File: src/rtl/dispatch_ctrl_pkg.sv
// Shared definitions for the dispatch stage.
//   OP_NOP        opcode that is never accepted from the instruction queue
//   disp_state_t  dispatch sequencer states {ST_RUN, ST_STALL, ST_FLUSH}
//   is_mem_op()   memory-class decode: opcodes 5'b10xxx go to the load/store buffer
package dispatch_ctrl_pkg;

    localparam logic [4:0] OP_NOP = 5'h1F;

    typedef enum logic [1:0] {
        ST_RUN   = 2'd0,
        ST_STALL = 2'd1,
        ST_FLUSH = 2'd2
    } disp_state_t;

    function automatic logic is_mem_op(input logic [4:0] op);
        return (op[4:3] == 2'b10);
    endfunction

endpackage

File: src/rtl/dispatch_ctrl_rob_tag_alloc.sv
// ROB tag allocator: hands out tags 0..ROB_DEPTH-1 in order and tracks how many
// ROB entries are free.
//   clk, rst     clock, synchronous active-low reset
//   fire         one instruction dispatched this cycle (consumes a tag and an entry)
//   commit       one ROB entry retired this cycle
//   flush        pipeline flush: tag returns to 0, all entries free
//   next_tag     tag for the next dispatched instruction
//   rob_free     number of free ROB entries (0..ROB_DEPTH)
module rob_tag_alloc #(
    parameter int ROB_DEPTH = 8,
    parameter int TAG_W     = 4
) (
    input  logic             clk,
    input  logic             rst,
    input  logic             fire,
    input  logic             commit,
    input  logic             flush,
    output logic [TAG_W-1:0] next_tag,
    output logic [TAG_W:0]   rob_free
);
    localparam logic [TAG_W:0]   FREE_MAX = (TAG_W+1)'(ROB_DEPTH);
    localparam logic [TAG_W-1:0] TAG_LAST = TAG_W'(ROB_DEPTH - 1);

    logic [TAG_W-1:0] tag_reg, tag_next;
    logic [TAG_W:0]   free_reg, free_next;
    logic             commit_eff;

    always_comb begin
        // A commit with nothing outstanding has nothing to retire.
        commit_eff = commit && (free_reg != FREE_MAX);
        tag_next   = tag_reg;
        free_next  = free_reg;
        if (flush) begin
            tag_next  = '0;
            free_next = FREE_MAX;
        end else begin
            if (fire) begin
                tag_next = (tag_reg == TAG_LAST) ? '0 : tag_reg + TAG_W'(1);
            end
            if (fire && !commit_eff) begin
                free_next = free_reg - (TAG_W+1)'(1);
            end else if (!fire && commit_eff) begin
                free_next = free_reg + (TAG_W+1)'(1);
            end
        end
    end

    always_ff @(posedge clk) begin
        if (!rst) begin
            tag_reg  <= '0;
            free_reg <= FREE_MAX;
        end else begin
            tag_reg  <= tag_next;
            free_reg <= free_next;
        end
    end

    assign next_tag = tag_reg;
    assign rob_free = free_reg;

endmodule

File: src/rtl/dispatch_ctrl.sv
// Dispatch controller: takes one decoded instruction per cycle from the
// instruction queue into a one-entry hold register, steers it to the ALU
// reservation station or the load/store buffer, allocates a ROB tag and
// drains on flush.
//   clk, rst                  clock, synchronous active-low reset
//   iq_valid/iq_op/...        instruction offered by the IQ; iq_ready accepts it
//   alu_rs_full, lsb_full     back-end back-pressure
//   rob_commit                one ROB entry retired
//   flush                     pipeline flush
//   alu_valid, lsb_valid      dispatch strobe for each target
//   disp_*                    hold-register contents, disp_tag = allocated ROB tag
//   rob_free                  free ROB entries
//   stall_cycles              saturating count of cycles spent stalled
module dispatch_ctrl
    import dispatch_ctrl_pkg::*;
#(
    parameter int ROB_DEPTH    = 8,
    parameter int TAG_W        = 4,
    parameter int FLUSH_CYCLES = 2
) (
    input  logic             clk,
    input  logic             rst,
    input  logic             iq_valid,
    input  logic [4:0]       iq_op,
    input  logic [4:0]       iq_rs1,
    input  logic [4:0]       iq_rs2,
    input  logic [4:0]       iq_rd,
    input  logic [31:0]      iq_imm,
    input  logic             iq_has_imm,
    output logic             iq_ready,
    input  logic             alu_rs_full,
    input  logic             lsb_full,
    input  logic             rob_commit,
    input  logic             flush,
    output logic             alu_valid,
    output logic             lsb_valid,
    output logic [4:0]       disp_op,
    output logic [4:0]       disp_rs1,
    output logic [4:0]       disp_rs2,
    output logic [4:0]       disp_rd,
    output logic [31:0]      disp_imm,
    output logic             disp_has_imm,
    output logic [TAG_W-1:0] disp_tag,
    output logic [TAG_W:0]   rob_free,
    output logic [31:0]      stall_cycles
);
    localparam int FC_W = (FLUSH_CYCLES > 1) ? $clog2(FLUSH_CYCLES) : 1;
    // Counter holds the remaining FLUSH cycles minus one.
    localparam logic [FC_W-1:0] FLUSH_LOAD = FC_W'(FLUSH_CYCLES - 1);

    disp_state_t     state_reg, state_next;
    logic [FC_W-1:0] flush_cnt_reg, flush_cnt_next;

    logic        hold_v_reg;
    logic [4:0]  hold_op_reg, hold_rs1_reg, hold_rs2_reg, hold_rd_reg;
    logic [31:0] hold_imm_reg;
    logic        hold_has_imm_reg;
    logic [31:0] stall_cnt_reg;

    logic is_mem, slot_free, fire, accept;

    always_comb begin
        is_mem    = is_mem_op(hold_op_reg);
        slot_free = is_mem ? !lsb_full : !alu_rs_full;
        // rst gating keeps every strobe low during the first reset cycle,
        // before the hold register has been cleared.
        fire      = rst && hold_v_reg && (rob_free != '0) && slot_free
                    && (state_reg != ST_FLUSH) && !flush;
        iq_ready  = rst && (state_reg != ST_FLUSH) && !flush && (!hold_v_reg || fire);
        accept    = iq_valid && iq_ready && (iq_op != OP_NOP);
        alu_valid = fire && !is_mem;
        lsb_valid = fire && is_mem;

        state_next     = state_reg;
        flush_cnt_next = flush_cnt_reg;
        if (flush) begin
            // Also reloads the drain counter when already flushing.
            state_next     = ST_FLUSH;
            flush_cnt_next = FLUSH_LOAD;
        end else begin
            case (state_reg)
                ST_RUN: begin
                    if (hold_v_reg && !fire) state_next = ST_STALL;
                end
                ST_STALL: begin
                    if (fire) state_next = ST_RUN;
                end
                ST_FLUSH: begin
                    if (flush_cnt_reg == '0) state_next = ST_RUN;
                    else flush_cnt_next = flush_cnt_reg - FC_W'(1);
                end
                default: state_next = ST_RUN;
            endcase
        end
    end

    always_ff @(posedge clk) begin
        if (!rst) begin
            state_reg     <= ST_RUN;
            flush_cnt_reg <= '0;
            stall_cnt_reg <= '0;
        end else begin
            state_reg     <= state_next;
            flush_cnt_reg <= flush_cnt_next;
            if (state_reg == ST_STALL && stall_cnt_reg != 32'hFFFF_FFFF) begin
                stall_cnt_reg <= stall_cnt_reg + 32'd1;
            end
        end
    end

    always_ff @(posedge clk) begin
        if (!rst) begin
            hold_v_reg       <= 1'b0;
            hold_op_reg      <= OP_NOP;
            hold_rs1_reg     <= '0;
            hold_rs2_reg     <= '0;
            hold_rd_reg      <= '0;
            hold_imm_reg     <= '0;
            hold_has_imm_reg <= 1'b0;
        end else if (flush) begin
            hold_v_reg <= 1'b0;
        end else if (accept) begin
            // Covers fire+accept in the same cycle: contents replaced, stays valid.
            hold_v_reg       <= 1'b1;
            hold_op_reg      <= iq_op;
            hold_rs1_reg     <= iq_rs1;
            hold_rs2_reg     <= iq_rs2;
            hold_rd_reg      <= iq_rd;
            hold_imm_reg     <= iq_imm;
            hold_has_imm_reg <= iq_has_imm;
        end else if (fire) begin
            hold_v_reg <= 1'b0;
        end
    end

    rob_tag_alloc #(
        .ROB_DEPTH(ROB_DEPTH),
        .TAG_W    (TAG_W)
    ) u_tag_alloc (
        .clk     (clk),
        .rst     (rst),
        .fire    (fire),
        .commit  (rob_commit),
        .flush   (flush),
        .next_tag(disp_tag),
        .rob_free(rob_free)
    );

    assign disp_op      = hold_op_reg;
    assign disp_rs1     = hold_rs1_reg;
    assign disp_rs2     = hold_rs2_reg;
    assign disp_rd      = hold_rd_reg;
    assign disp_imm     = hold_imm_reg;
    assign disp_has_imm = hold_has_imm_reg;
    assign stall_cycles = stall_cnt_reg;

endmodule

File: config.mk
export PLATFORM = sky130hd
export DESIGN_NAME = dispatch_ctrl
export DESIGN_NICKNAME = d
export VERILOG_FILES = /design/src/rtl/dispatch_ctrl_pkg.sv /design/src/rtl/dispatch_ctrl_rob_tag_alloc.sv /design/src/rtl/dispatch_ctrl.sv
export SDC_FILE = /design/constraint.sdc
export NUM_CORES = 1
export LEC_CHECK = 0
export ABC_CLOCK_PERIOD_IN_PS = 3500
export BUFFER_PORTS_ARGS = -buffer_cell sky130_fd_sc_hd__buf_2
export CAP_MARGIN = 20
export CORE_ASPECT_RATIO = 0.6
export CORE_MARGIN = 2
export CORE_UTILIZATION = 46
export DETAILED_ROUTE_END_ITERATION = 12
export PLACE_DENSITY = 0.75
export SYNTH_ARGS = -nofsm -noshare
export SYNTH_HDL_FRONTEND = slang
export SYNTH_SLANG_ARGS = --single-unit
File: constraint.sdc
create_clock -name clk -period 3.5 [get_ports clk]
set_input_delay 0 -clock clk [delete_from_list [all_inputs] [get_ports clk]]
set_output_delay 0 -clock clk [all_outputs]
set_load 0.1 [all_outputs]
Word level (Yosys, flattened, before mapping)
Index checks and enable logic that the tools add are counted.
Storage, ports and cells
  register bits after elaboration: 98
  bits of input ports: 60
  output and inout bits: 97
  logic and storage cells: 82
Cells by class
  $add $sub $neg: 5
  equal/unequal tests: 14
  mux-type cells: 14
  bitwise gates (word level): 2
  reduce and logical (&&, ||, !) cells: 34
Operator list (number)
  32-bit by 1-bit adder with 32-bit output (second input constant): 1
  32-bit != test (second input constant): 1
  1-bit logical AND: 17
  5-bit 2-to-1 mux: 2
  2-bit 2-to-1 mux: 4
  1-bit zero test: 7
  1-bit 2-to-1 mux: 6
  2-bit != test (second input constant): 3
  3-bit != test (second input constant): 2
  2-bit case mux with 3 select lines: 1
  3-bit AND reduction: 2
  2-bit nonzero test: 3
  5-bit by 1-bit adder with 5-bit output (second input constant): 1
  5-bit by 4-bit != test with 1-bit output (second input constant): 1
  5-bit != test (second input constant): 1
  5-bit nonzero test: 1
  5-bit by 1-bit subtractor with 5-bit output (second input constant): 1
  4-bit by 1-bit adder with 4-bit output (second input constant): 1
  2-bit equality test (second input constant): 2
  4-bit by 3-bit equality test with 1-bit output (second input constant): 1
  4-bit 2-to-1 mux: 1
  3-bit by 2-bit != test with 1-bit output (second input constant): 1
  2-bit by 1-bit equality test with 1-bit output (second input constant): 1
  2-bit zero test: 1
  other kinds (6): 7

Longest topological paths before layout
Gate-level depths: netlist (run 1).
  depth after elaboration: 10
  gate-level depth with buffers: 13
  depth with buffers taken out: 12

By module
A second synthesis (run 1) with hierarchy kept.
Unflattened totals
  cells, all modules: 536
  area total of the unflattened synthesis: 4409.2 um^2
Modules (own cells, without submodules)
  dispatch_ctrl: times used 1, cells an instance 466, area each 3828.7 um^2, sequential area each 1781.7 um^2
  rob_tag_alloc: times used 1, cells an instance 70, area each 580.6 um^2, sequential area each 180.2 um^2

Least setup slack after synthesis (run 1)
OpenSTA, ideal clock, no wires.
  kind: reg2reg
  start: reg u_tag_alloc.free_reg[1] (netlist: u_tag_alloc.rob_free[1])
  end: reg u_tag_alloc.free_reg[4] (netlist: u_tag_alloc.rob_free[4])
  setup time: 0.070 ns
  data arrival time: 3.605 ns
  data required time: 3.430 ns
  path slack: -0.175 ns
  stages on the path, launching flop included: 14
  path buffers: 1
  period minus slack after synthesis: 3.675 ns
  path through: dfxtp_1 > buf_6 > or4_4 > o221a_2 > nand3_1 > inv_1 > ha_1 > xor2_1 > ha_1 > a211o_1 > a21oi_1 > a221oi_1 > or3_1 > a21oi_1
On the way
  cells in the longest elaborated chain, start to end: 8
  elaborated cells on any way between the ends: 16
  those cells by class: add/sub (2); eq/ne (1); mux (2); reduce/logical (11)
Ends and longest elaborated chain
  from (decl): RTL line dispatch_ctrl_rob_tag_alloc.sv:25  | logic [TAG_W:0] free_reg, free_next;
  from (signal assigned): RTL line dispatch_ctrl_rob_tag_alloc.sv:54  | free_reg <= free_next;
  5-bit nonzero test *: RTL line dispatch_ctrl.sv:67  | fire = rst && hold_v_reg && (rob_free != '0) && slot_free
  1-bit logical AND * (2 in series): RTL line dispatch_ctrl.sv:67
  1-bit logical AND * (2 in series): RTL line dispatch_ctrl.sv:68  | && (state_reg != ST_FLUSH) && !flush;
  net fire: RTL line dispatch_ctrl.sv:60  | logic is_mem, slot_free, fire, accept;
  1-bit zero test: RTL line dispatch_ctrl_rob_tag_alloc.sv:42  | end else if (!fire && commit_eff) begin
  1-bit logical AND: RTL line dispatch_ctrl_rob_tag_alloc.sv:42
  2-bit nonzero test (no line)
Mark *: on every way through the listed nets, which the timed path passes. The rest lies on a longest branch. The select of a mux whose other input is x is not followed.
A chain may end at the register's enable or synchronous reset.

Worst setup path after layout (run 1)
Ends and elaborated chain as after synthesis.

==> results_dict.tcl, run 1 <==
set metrics [dict create \
    post-route-period-util_pct 91.0 \
    critical_path.startpoint_type "flop" \
    synth_area_in_compound_gates_pct 18.3 \
    combinational_family_with_the_most_area_after_synthesis "simple AND/OR/NAND/NOR gates" \
    ys_ff_latch 98 \
    place_inst 765 \
    synth.area.mux_share_pct 1.65 \
    numPortBuffers 156 \
    finalClockSkew_ps 6.63 \
    netlist_instances 516 \
    drv.max_cap_violation_count 0 \
    post_drt_via_cell_ratio 5.26 \
    hpwl_um 8040 \
    critical_path.endpoint_type "flop" \
    mappedNetlistArea_sq_um 4250 \
    clk-insertion-delay-late_ps 340 \
    slew_viol_final 0 \
    remaining_drc_errors 0 \
    post_drt_wl_per_cell_um 14.3 \
    tritoncts_buffer_count 9 \
    status "finished clean" \
    yosys.area_share.xor_xnor_pct 1.24 \
    synth.area.top_cells "sky130_fd_sc_hd__dfxtp_1 46%, sky130_fd_sc_hd__nand2_1 11%, sky130_fd_sc_hd__o21ai_0 6.8%" \
    synth-edff-count 0 \
    cts.repair_timing.setup_buffer_count 0 \
    crit_type "reg2reg" \
    critPathArrivalTime_ps 3450 \
    multi_input_comb_area_sq_um 2100 \
    clock_tree.root_cell "sky130_fd_sc_hd__clkbuf_16" \
    cts.clk_slew.worst_paths_ps 70 \
    synthArstFlopShare_pct 0 \
    placementRows 27 \
    critical_path.reg2reg.startpoint "u_tag_alloc.rob_free[1]" \
    synth_top_cell_area_share_pct 46.2 \
    grt_antenna_before_repair 0 \
    tightest_slew_ps 1070 \
    chipWidth_um 128 \
    pin_count 157 \
    post_drt_antenna_nets 0 \
    diodes 0 \
    die_area_sq_um 10000 \
    utilization_pct 65.4 \
    cts_max_path_buffers 2 \
    cellLeakagePower_nw 2.57 \
    drt_wl_total_um 12000 \
    fmax_mhz 314 \
    layout-drive-gt1-share_pct 26.7 \
    globalRouteOverflowTotal 0 \
    postPlaceCellArea_sq_um 5090 \
    synth.net_count 582 \
    power_density_nw_per_um2 436 \
    core-area_sq_um 9090 \
    vias 4389 \
    synth-seq-area-share_pct 46.2 \
    grt_setup_unrepaired "no" \
    grt_pass1_vias 4004 \
    layout.cells.most_common "sky130_fd_sc_hd__buf_2" \
    clock-sinks 98 \
    ys_warn_count 0 \
    seq_area_sq_um 1970 \
    min_from "rst" \
    irDropWorstVdd_mv 0.312 \
    clock_tree.htree_level_count 3 \
    drt_first_iter_violations 239 \
    num-nets-final 780 \
    die_height_um 78.5 \
    final_hold_vio_count 0 \
    netlist-cell-type-count 48 \
    final_design_area_no_fill_sq_um 5940 \
    synth.largest_area_cell "sky130_fd_sc_hd__dfxtp_1" \
    worstSetupStartpoint "u_tag_alloc.rob_free[1]" \
    dr.pass1.iters 5 \
    syn_area_per_cell_sq_um 8.24 \
    share_of_synthesized_cell_area_in_and_or_nand_and_nor_gates_pct 26.1 \
    holdCritPathClass "in2reg" \
    most-common-layout-cells "156 x sky130_fd_sc_hd__buf_2, 121 x sky130_fd_sc_hd__nand2_1, 95 x sky130_fd_sc_hd__dfxtp_1" \
    n_fill_cell 757 \
    synthToLayoutAreaGrowth_pct 39.8 \
    final_critical_path_setup_slack_ps 313 \
    gp_routability_congestion 0.873 \
    timing.critical_path.fanout_max 9 \
    synth_flop_cell "sky130_fd_sc_hd__dfxtp_1" \
    crit_required_ps 3770 \
    timing.setup.tns_ps 0 \
    timing.final.setup_violations 0 \
    cts_tree "done" \
    initial_core_util_pct 46.8 \
    grt.total_usage_pct 23.4 \
    dp_slack_ps 376 \
    max-slew-margin-rel_pct 28.7 \
    period_minus_slack_ps 3190 \
    final_cell_count_no_fill 835 \
    grt_max_degree 59 \
    grt_first_pass_wirelength_um 18900 \
    post_synth_fa_ha_maj_area_fraction_pct 1.77 \
]
[Yosys cell counts, types with 2 or more instances]
cell type	n
sky130_fd_sc_hd__or3_1	19
sky130_fd_sc_hd__xnor2_1	2
sky130_fd_sc_hd__clkbuf_1	14
sky130_fd_sc_hd__nand2_1	121
sky130_fd_sc_hd__inv_1	10
sky130_fd_sc_hd__mux2i_1	7
sky130_fd_sc_hd__and3_1	3
sky130_fd_sc_hd__o21ai_1	12
sky130_fd_sc_hd__nor2_1	16
sky130_fd_sc_hd__ha_1	6
sky130_fd_sc_hd__and2_1	3
sky130_fd_sc_hd__nor3_1	2
sky130_fd_sc_hd__o211ai_1	2
sky130_fd_sc_hd__dfxtp_1	98
sky130_fd_sc_hd__or4_1	14
sky130_fd_sc_hd__nor2b_1	4
sky130_fd_sc_hd__o31ai_1	12
sky130_fd_sc_hd__buf_6	5
sky130_fd_sc_hd__and4_1	2
sky130_fd_sc_hd__nand3b_1	2
sky130_fd_sc_hd__nor4_4	2
sky130_fd_sc_hd__a21oi_1	39
sky130_fd_sc_hd__o21ai_0	58
sky130_fd_sc_hd__nand3_1	12
sky130_fd_sc_hd__nand2b_1	5
sky130_fd_sc_hd__nand4_1	11
sky130_fd_sc_hd__buf_2	11
sky130_fd_sc_hd__xor2_1	4
[path summary, 6_finish.rpt]
path,end,slack (ps),cells after the start
setup / recovery,u_tag_alloc.rob_free[4],310,12
hold / removal,u_tag_alloc.next_tag[2],220,3
setup reg to reg,u_tag_alloc.rob_free[4],310,12
hold reg to reg,disp_rs1[3],450,2
[layout make-up]
| type | count | share of cell area, % |
|---|---|---|
| clock buffers | 9 | 3.79 |
| clock inverters | 7 | 1.41 |
| inverters | 10 | 0.632 |
| multi-input cells | 378 | 35.3 |
| flip-flops and latches | 98 | 33.1 |
| well taps | 116 | 2.44 |
| repair buffers | 217 | 23.3 |
[cell families after synthesis]
logic type,after synthesis
DFF,98
adders and majority gates,6
AOI/OAI and AO/OA,137
and+or+nand+nor,222
muxes,7
buffers and inverters,40
xor gates and xnor gates,6
[critical path: stages (launching register included)]
cell	delay, ps
sky130_fd_sc_hd__dfxtp_2	370
sky130_fd_sc_hd__or4_4	540
sky130_fd_sc_hd__o221a_2	310
sky130_fd_sc_hd__nand3_1	110
sky130_fd_sc_hd__inv_1	80
sky130_fd_sc_hd__ha_1	310
sky130_fd_sc_hd__xor2_1	190
sky130_fd_sc_hd__ha_1	240
sky130_fd_sc_hd__a211o_1	270
sky130_fd_sc_hd__a21oi_1	140
sky130_fd_sc_hd__a221oi_1	80
sky130_fd_sc_hd__or3_1	340
sky130_fd_sc_hd__a21oi_1	140
[power breakdown]
group	switching [mW]	internal, mW
Combinational	0.304	0.105
Clock	0.450	0.568
Sequential	0.0174	1.15
Total	0.771	1.82
[per-layer routing]
| metal | GRT usage (%) | wire (um) | vias to the layer above | part of all wire [%] |
|---|---|---|---|---|
| met5 | 0 | 0 | - | 0 |
| met4 | 7.36 | 235 | 0 | 2.0 |
| met3 | 5.45 | 752 | 21 | 6.3 |
| met2 | 38.6 | 5610 | 132 | 47 |
| met1 | 30.7 | 5380 | 2021 | 45 |
| li1 | - | - | 2215 | - |
[through the flow]
stage                     total power [mW]  hold slack (ps)
after floorplan                       1.46              109
after global placement                1.54              192
after detailed placement              1.55              199
after CTS                             2.61              213
after global routing                  2.68              252
final                                 2.59              221
[repair_timing]
| action | in CTS | in global routing |
|---|---|---|
| resized for setup | 0 | 0 |
| hold buffers | 54 | 0 |
| endpoints found under the hold margin | 56 | 0 |
(Power assumes the default switching activity.)
==> run 2, diff against run 1 <==
Settings changed: ABC_CLOCK_PERIOD_IN_PS 3500 to 3000.
Clock period 3.5 ns to 3 ns, I/O delays scaled along.
==> run 2 against run 1 <==
Effect of this change:
- final cell count down 0.12%
- sequential share of layout area about the same
- largest cell class unchanged
- clock skew up 1.7 ps
- cell area up 0.67%
- highest routed layer unchanged
- non-clock buffer count down 1
- maximum frequency up 9.3%
- critical path type unchanged
- combinational power up 17%
- worst hold slack better by 15 ps
- flip-flop and latch count unchanged
- via count up 0.55%
==> results_dict.tcl, run 2 (same netlist as run 1, synthesis figures left out) <==
set metrics [dict create \
    status "finished clean" \
    die_area_sq_um 10000 \
    gp_routability_congestion 0.918 \
    grt_max_degree 59 \
    cellLeakagePower_nw 2.56 \
    cts.clk_slew.worst_paths_ps 60 \
    cts_tree "done" \
    clk-insertion-delay-late_ps 330 \
    drt_first_iter_violations 294 \
    hold_slack_ps 236 \
    critical_path.endpoint_type "flop" \
    report.power.total_mw 2.96 \
    dp_slack_ps 89.7 \
    die_height_um 78.5 \
    placementRows 27 \
    critPathMaxStageDelay_ps 560 \
    power.switching_mw 0.864 \
    seq_area_sq_um 1980 \
    holdCritPathClass "in2reg" \
    clock_tree.htree_level_count 3 \
    grt_antenna_before_repair 0 \
    crit_type "reg2reg" \
    grt_first_pass_wirelength_um 18900 \
    grt.total_usage_pct 23.2 \
    final_hold_vio_count 0 \
    numPortBuffers 156 \
    final_design_area_no_fill_sq_um 5980 \
    power_density_nw_per_um2 494 \
    irDropWorstVdd_mv 0.316 \
    chipWidth_um 128 \
    relative_contribution_of_sequential_cells_to_total_power_pct 45.8 \
    max-slew-margin-rel_pct 31.7 \
    synthToLayoutAreaGrowth_pct 40.8 \
    tightest_slew_ps 1020 \
    diodes 0 \
    critical_path_buf_inv_count 2 \
    multi_input_comb_area_sq_um 2140 \
    period_minus_slack_ps 2920 \
    internal-power_mw 2.09 \
    slew_viol_final 0 \
    final_critical_path_setup_slack_ps 85.0 \
    initial_core_util_pct 46.8 \
    switching_fraction_pct 29.2 \
    timing.critical_path.fanout_max 8 \
    timing.setup.tns_ps 0 \
    timing.final.setup_violations 0 \
    hpwl_um 7740 \
    worst_path_cell_trace "or4_4 -> o221a_4 -> nand3_4 -> inv_4 -> ha_4 -> ha_1 -> inv_1 -> o32ai_1 -> a221oi_1 -> or3_1 -> a21oi_1" \
    crit_required_ps 3250 \
    pin_count 157 \
    most-common-layout-cells "156 x sky130_fd_sc_hd__buf_2, 121 x sky130_fd_sc_hd__nand2_1, 91 x sky130_fd_sc_hd__dfxtp_1" \
    power_share_of_the_combinational_group_pct 16.1 \
    postPlaceCellArea_sq_um 5140 \
    critical_path.startpoint_type "flop" \
    post-route-period-util_pct 97.2 \
    clock_tree.root_cell "sky130_fd_sc_hd__clkbuf_16" \
    post_drt_wl_per_cell_um 14.1 \
    cpMaxStageDelayCell "sky130_fd_sc_hd__or4_4" \
    layout-drive-gt1-share_pct 27.9 \
    num-nets-final 779 \
    drv.max_cap_violation_count 0 \
    vias 4413 \
    fmax_mhz 343 \
    grt_pass1_vias 4021 \
    drt_wl_total_um 11700 \
    globalRouteOverflowTotal 0 \
    cts.repair_timing.setup_buffer_count 0 \
    layout.cells.most_common "sky130_fd_sc_hd__buf_2" \
    core-area_sq_um 9090 \
    tritoncts_buffer_count 9 \
    dr.pass1.iters 4 \
    critical_path.top_delay_family "simple AND/OR/NAND/NOR gates" \
    critPathArrivalTime_ps 3170 \
    remaining_drc_errors 0 \
    post_drt_antenna_nets 0 \
    clkPwrFrac_pct 38.1 \
    n_fill_cell 732 \
    finalClockSkew_ps 8.35 \
    cts_max_path_buffers 2 \
    post_drt_via_cell_ratio 5.29 \
    clock-sinks 98 \
]
## run 2: changes by cell type in the layout (fill, tap and decap cells not counted), sizes merged
cell / before / now
inv: 14 / 11
clkbuf: 9 / 11
clkinv: 1 / 3
buf: 163 / 162
bufinv: 1 / 0
## run 2: final timing paths
| check | from | end | slack (ps) | cells after the start |
|---|---|---|---|---|
| min | rst | u_tag_alloc.rob_free[2] | 240 | 3 |
| min reg2reg | disp_rs1[3] | disp_rs1[3] | 460 | 2 |
| max reg2reg | u_tag_alloc.rob_free[4] | u_tag_alloc.rob_free[4] | 80 | 11 |
| max | u_tag_alloc.rob_free[4] | u_tag_alloc.rob_free[4] | 80 | 11 |
## run 2: worst reg2reg max path, stage by stage (launching register included)
cell and delay (ps):
sky130_fd_sc_hd__dfxtp_4 350, sky130_fd_sc_hd__or4_4 560, sky130_fd_sc_hd__o221a_4 320, sky130_fd_sc_hd__nand3_4 90, sky130_fd_sc_hd__inv_4 50, sky130_fd_sc_hd__ha_4 180
sky130_fd_sc_hd__ha_1 320, sky130_fd_sc_hd__inv_1 70, sky130_fd_sc_hd__o32ai_1 280, sky130_fd_sc_hd__a221oi_1 140, sky130_fd_sc_hd__or3_1 370, sky130_fd_sc_hd__a21oi_1 110
## run 2: power groups by stage
stage	Sequential (mW)	Clock [mW]	Combinational, mW
6_report	1.35	1.13	0.478
5_1_grt	1.36	1.19	0.499
4_1_cts	1.35	1.15	0.474
3_5_place_dp	1.38	0	0.419
3_3_place_gp	1.38	0	0.414
2_1_floorplan	1.63	0	0.0781
## run 2: stage by stage
| step | utilization (%) | cells |
|---|---|---|
| 6_report | 65.8 | 834 |
| 5_1_grt | 65.8 | 834 |
| 4_1_cts | 65.8 | 834 |
| 3_5_place_dp | 56.6 | 764 |
| 3_3_place_gp | 56.6 | 764 |
| 2_1_floorplan | - | 516 |
## run 2: per-layer routing
layer / part of all wire [%] / up-vias / track usage (%)
li1: - / 2213 / -
met1: 46 / 2065 / 31.0
met2: 48 / 120 / 37.9
met3: 5.2 / 15 / 4.64
met4: 1.5 / 0 / 7.25
met5: 0 / - / 0
## run 2: cell type report
| class | count | share of cell area, % |
|---|---|---|
| repair buffers | 216 | 23.0 |
| multi-input cells | 378 | 35.8 |
| flip-flops and latches | 98 | 33.1 |
| clock buffers | 11 | 4.41 |
| well taps | 116 | 2.43 |
| inverters | 10 | 0.669 |
| clock inverters | 5 | 0.586 |
## run 2: repair_timing
action	in CTS	in global routing
endpoints found under the hold margin	56	0
resized for setup	0	2
hold buffers	54	0
setup endpoints to repair	0	1
==> run 3, diff against run 2 <==
Settings changed: PLACE_DENSITY 0.75 to 0.74.
==> run 3 against run 2 <==
Effect of this change:
- register-to-register slack lost 40 ps
- maximum frequency decreased by 1.4%
- clock power is 4% lower
- sequential share of layout area is 0.21 points lower
- die area is the same
- setup slack lost 40 ps
==> results_dict.tcl, run 3 (same netlist as run 1, synthesis figures left out) <==
set metrics [dict create \
    cellLeakagePower_nw 2.56 \
    grt_antenna_before_repair 0 \
    cts_tree "done" \
    most-common-layout-cells "156 x sky130_fd_sc_hd__buf_2, 121 x sky130_fd_sc_hd__nand2_1, 91 x sky130_fd_sc_hd__dfxtp_1" \
    cts_max_path_buffers 2 \
    critical_path.reg2reg.endpoint "u_tag_alloc.rob_free[4]" \
    tightest_slew_ps 1040 \
    r2r_cells 13 \
    globalRouteOverflowTotal 0 \
    clk-insertion-delay-late_ps 340 \
    fmax_mhz 338 \
    crit_type "reg2reg" \
    drv.max_cap_violation_count 0 \
    cts.clk_slew.worst_paths_ps 60 \
    tritoncts_buffer_count 9 \
    power.switching_mw 0.848 \
    worstSetupStartpoint "u_tag_alloc.rob_free[0]" \
    core-area_sq_um 9090 \
    power_share_of_the_combinational_group_pct 16.4 \
    initial_core_util_pct 46.8 \
    max-slew-margin-rel_pct 30.5 \
    num-nets-final 782 \
    dp_slack_ps 21.3 \
    post-route-period-util_pct 98.5 \
    grt_first_pass_wirelength_um 19200 \
    critical_path.endpoint_type "flop" \
    crit_required_ps 3210 \
    drt_wl_total_um 12100 \
    critPathArrivalTime_ps 3170 \
    die_height_um 78.5 \
    relative_contribution_of_sequential_cells_to_total_power_pct 46.5 \
    dr.pass1.iters 6 \
    layout-drive-gt1-share_pct 28.6 \
    clock_tree.htree_level_count 3 \
    grt_setup_unrepaired "yes" \
    critical_path.startpoint_type "flop" \
    pin_count 157 \
    placementRows 27 \
    internal-power_mw 2.06 \
    irDropWorstVdd_mv 0.301 \
    final_hold_vio_count 0 \
    holdCritPathClass "in2reg" \
    final_cell_count_no_fill 837 \
    period_minus_slack_ps 2960 \
    postPlaceCellArea_sq_um 5120 \
    final_design_area_no_fill_sq_um 6020 \
    post_drt_antenna_nets 0 \
    numPortBuffers 156 \
    grt.total_usage_pct 23.8 \
    clock_tree.root_cell "sky130_fd_sc_hd__clkbuf_16" \
    utilization_pct 66.3 \
    drt_first_iter_violations 246 \
    grt_max_degree 102 \
    slew_viol_final 0 \
    grt_pass1_vias 4081 \
    power_density_nw_per_um2 484 \
    switching_fraction_pct 29.1 \
    post_drt_via_cell_ratio 5.27 \
    critical_path.reg2reg.startpoint "u_tag_alloc.rob_free[0]" \
    synthToLayoutAreaGrowth_pct 41.7 \
    chipWidth_um 128 \
    vias 4408 \
    hpwl_um 7840 \
    ff2ff_setup_slack_ps 40 \
    layout.cells.most_common "sky130_fd_sc_hd__buf_2" \
    final_critical_path_setup_slack_ps 44.7 \
    gp_routability_congestion 0.830 \
    report.power.total_mw 2.91 \
    clkPwrFrac_pct 37.2 \
    worstSetupEndpoint "u_tag_alloc.rob_free[4]" \
    die_area_sq_um 10000 \
    timing.critical_path.fanout_max 7 \
    remaining_drc_errors 0 \
    clock-sinks 98 \
    status "finished clean" \
    post_drt_wl_per_cell_um 14.5 \
    finalClockSkew_ps 5.44 \
    n_fill_cell 745 \
    place_inst 762 \
    timing.final.setup_violations 0 \
    diodes 0 \
]
==> run 3: what timing repair did <==
item,CTS,global route
hold buffers,54,0
endpoints found under the setup margin,1,1
gates resized for setup,0,9
gates cloned,0,0
setup buffers,1,4
pin swaps,3,10
endpoints found under the hold margin,56,0
==> run 3: worst max-delay path, stage by stage (launching register included) <==
cell                       delay, ps
sky130_fd_sc_hd__dfxtp_4         360
sky130_fd_sc_hd__or4_4           560
sky130_fd_sc_hd__o221a_4         300
sky130_fd_sc_hd__nand3_4          90
sky130_fd_sc_hd__inv_4            50
sky130_fd_sc_hd__ha_4            150
sky130_fd_sc_hd__buf_4           160
sky130_fd_sc_hd__ha_4            270
sky130_fd_sc_hd__inv_1            60
sky130_fd_sc_hd__o32ai_2         240
sky130_fd_sc_hd__a221oi_2        110
sky130_fd_sc_hd__buf_4           150
sky130_fd_sc_hd__o21ai_1         240
sky130_fd_sc_hd__a21oi_2          80
==> run 3: how the worst min path moves through the flow <==
stage | endpoint | cells past startpoint | slack (ps) | from
floorplan | disp_has_imm | 2 | 110 | iq_has_imm
global placement | disp_rs2[0] | 3 | 190 | iq_rs2[0]
detailed placement | disp_has_imm | 3 | 200 | iq_has_imm
CTS | hold_v_reg | 5 | 180 | iq_valid
global route | hold_v_reg | 5 | 220 | iq_valid
finish | hold_v_reg | 5 | 190 | iq_valid
==> run 3: power by group through the flow <==
stage	registers (mW)	clock network, mW	logic [mW]
2_1_floorplan	1.63	0	0.0781
3_3_place_gp	1.38	0	0.414
3_5_place_dp	1.38	0	0.416
4_1_cts	1.35	1.11	0.472
5_1_grt	1.36	1.16	0.496
6_report	1.35	1.08	0.476
==> run 3: stage by stage <==
step	setup TNS, ps	hold slack [ps]
2_1_floorplan	0	109
3_3_place_gp	0	192
3_5_place_dp	0	200
4_1_cts	0	179
5_1_grt	-15.8	222
6_report	0	189
==> run 3: per-layer routing <==
metal | vias up | share of wire [%] | track usage [%]
met4 | 0 | 1.6 | 9.23
met3 | 15 | 5.9 | 5.86
met5 | - | 0 | 0
met2 | 136 | 49 | 39.5
li1 | 2221 | - | -
met1 | 2036 | 44 | 30.0
==> run 3: cell type report <==
cell class	instances	area (sq um)	share of cell area (%)
multi-input cells	378	2180	36.2
flip-flops and latches	98	1980	32.9
repair buffers	219	1400	23.3
clock buffers	14	264	4.38
well taps	116	145	2.41
inverters	10	40.0	0.665
clock inverters	2	12.5	0.208
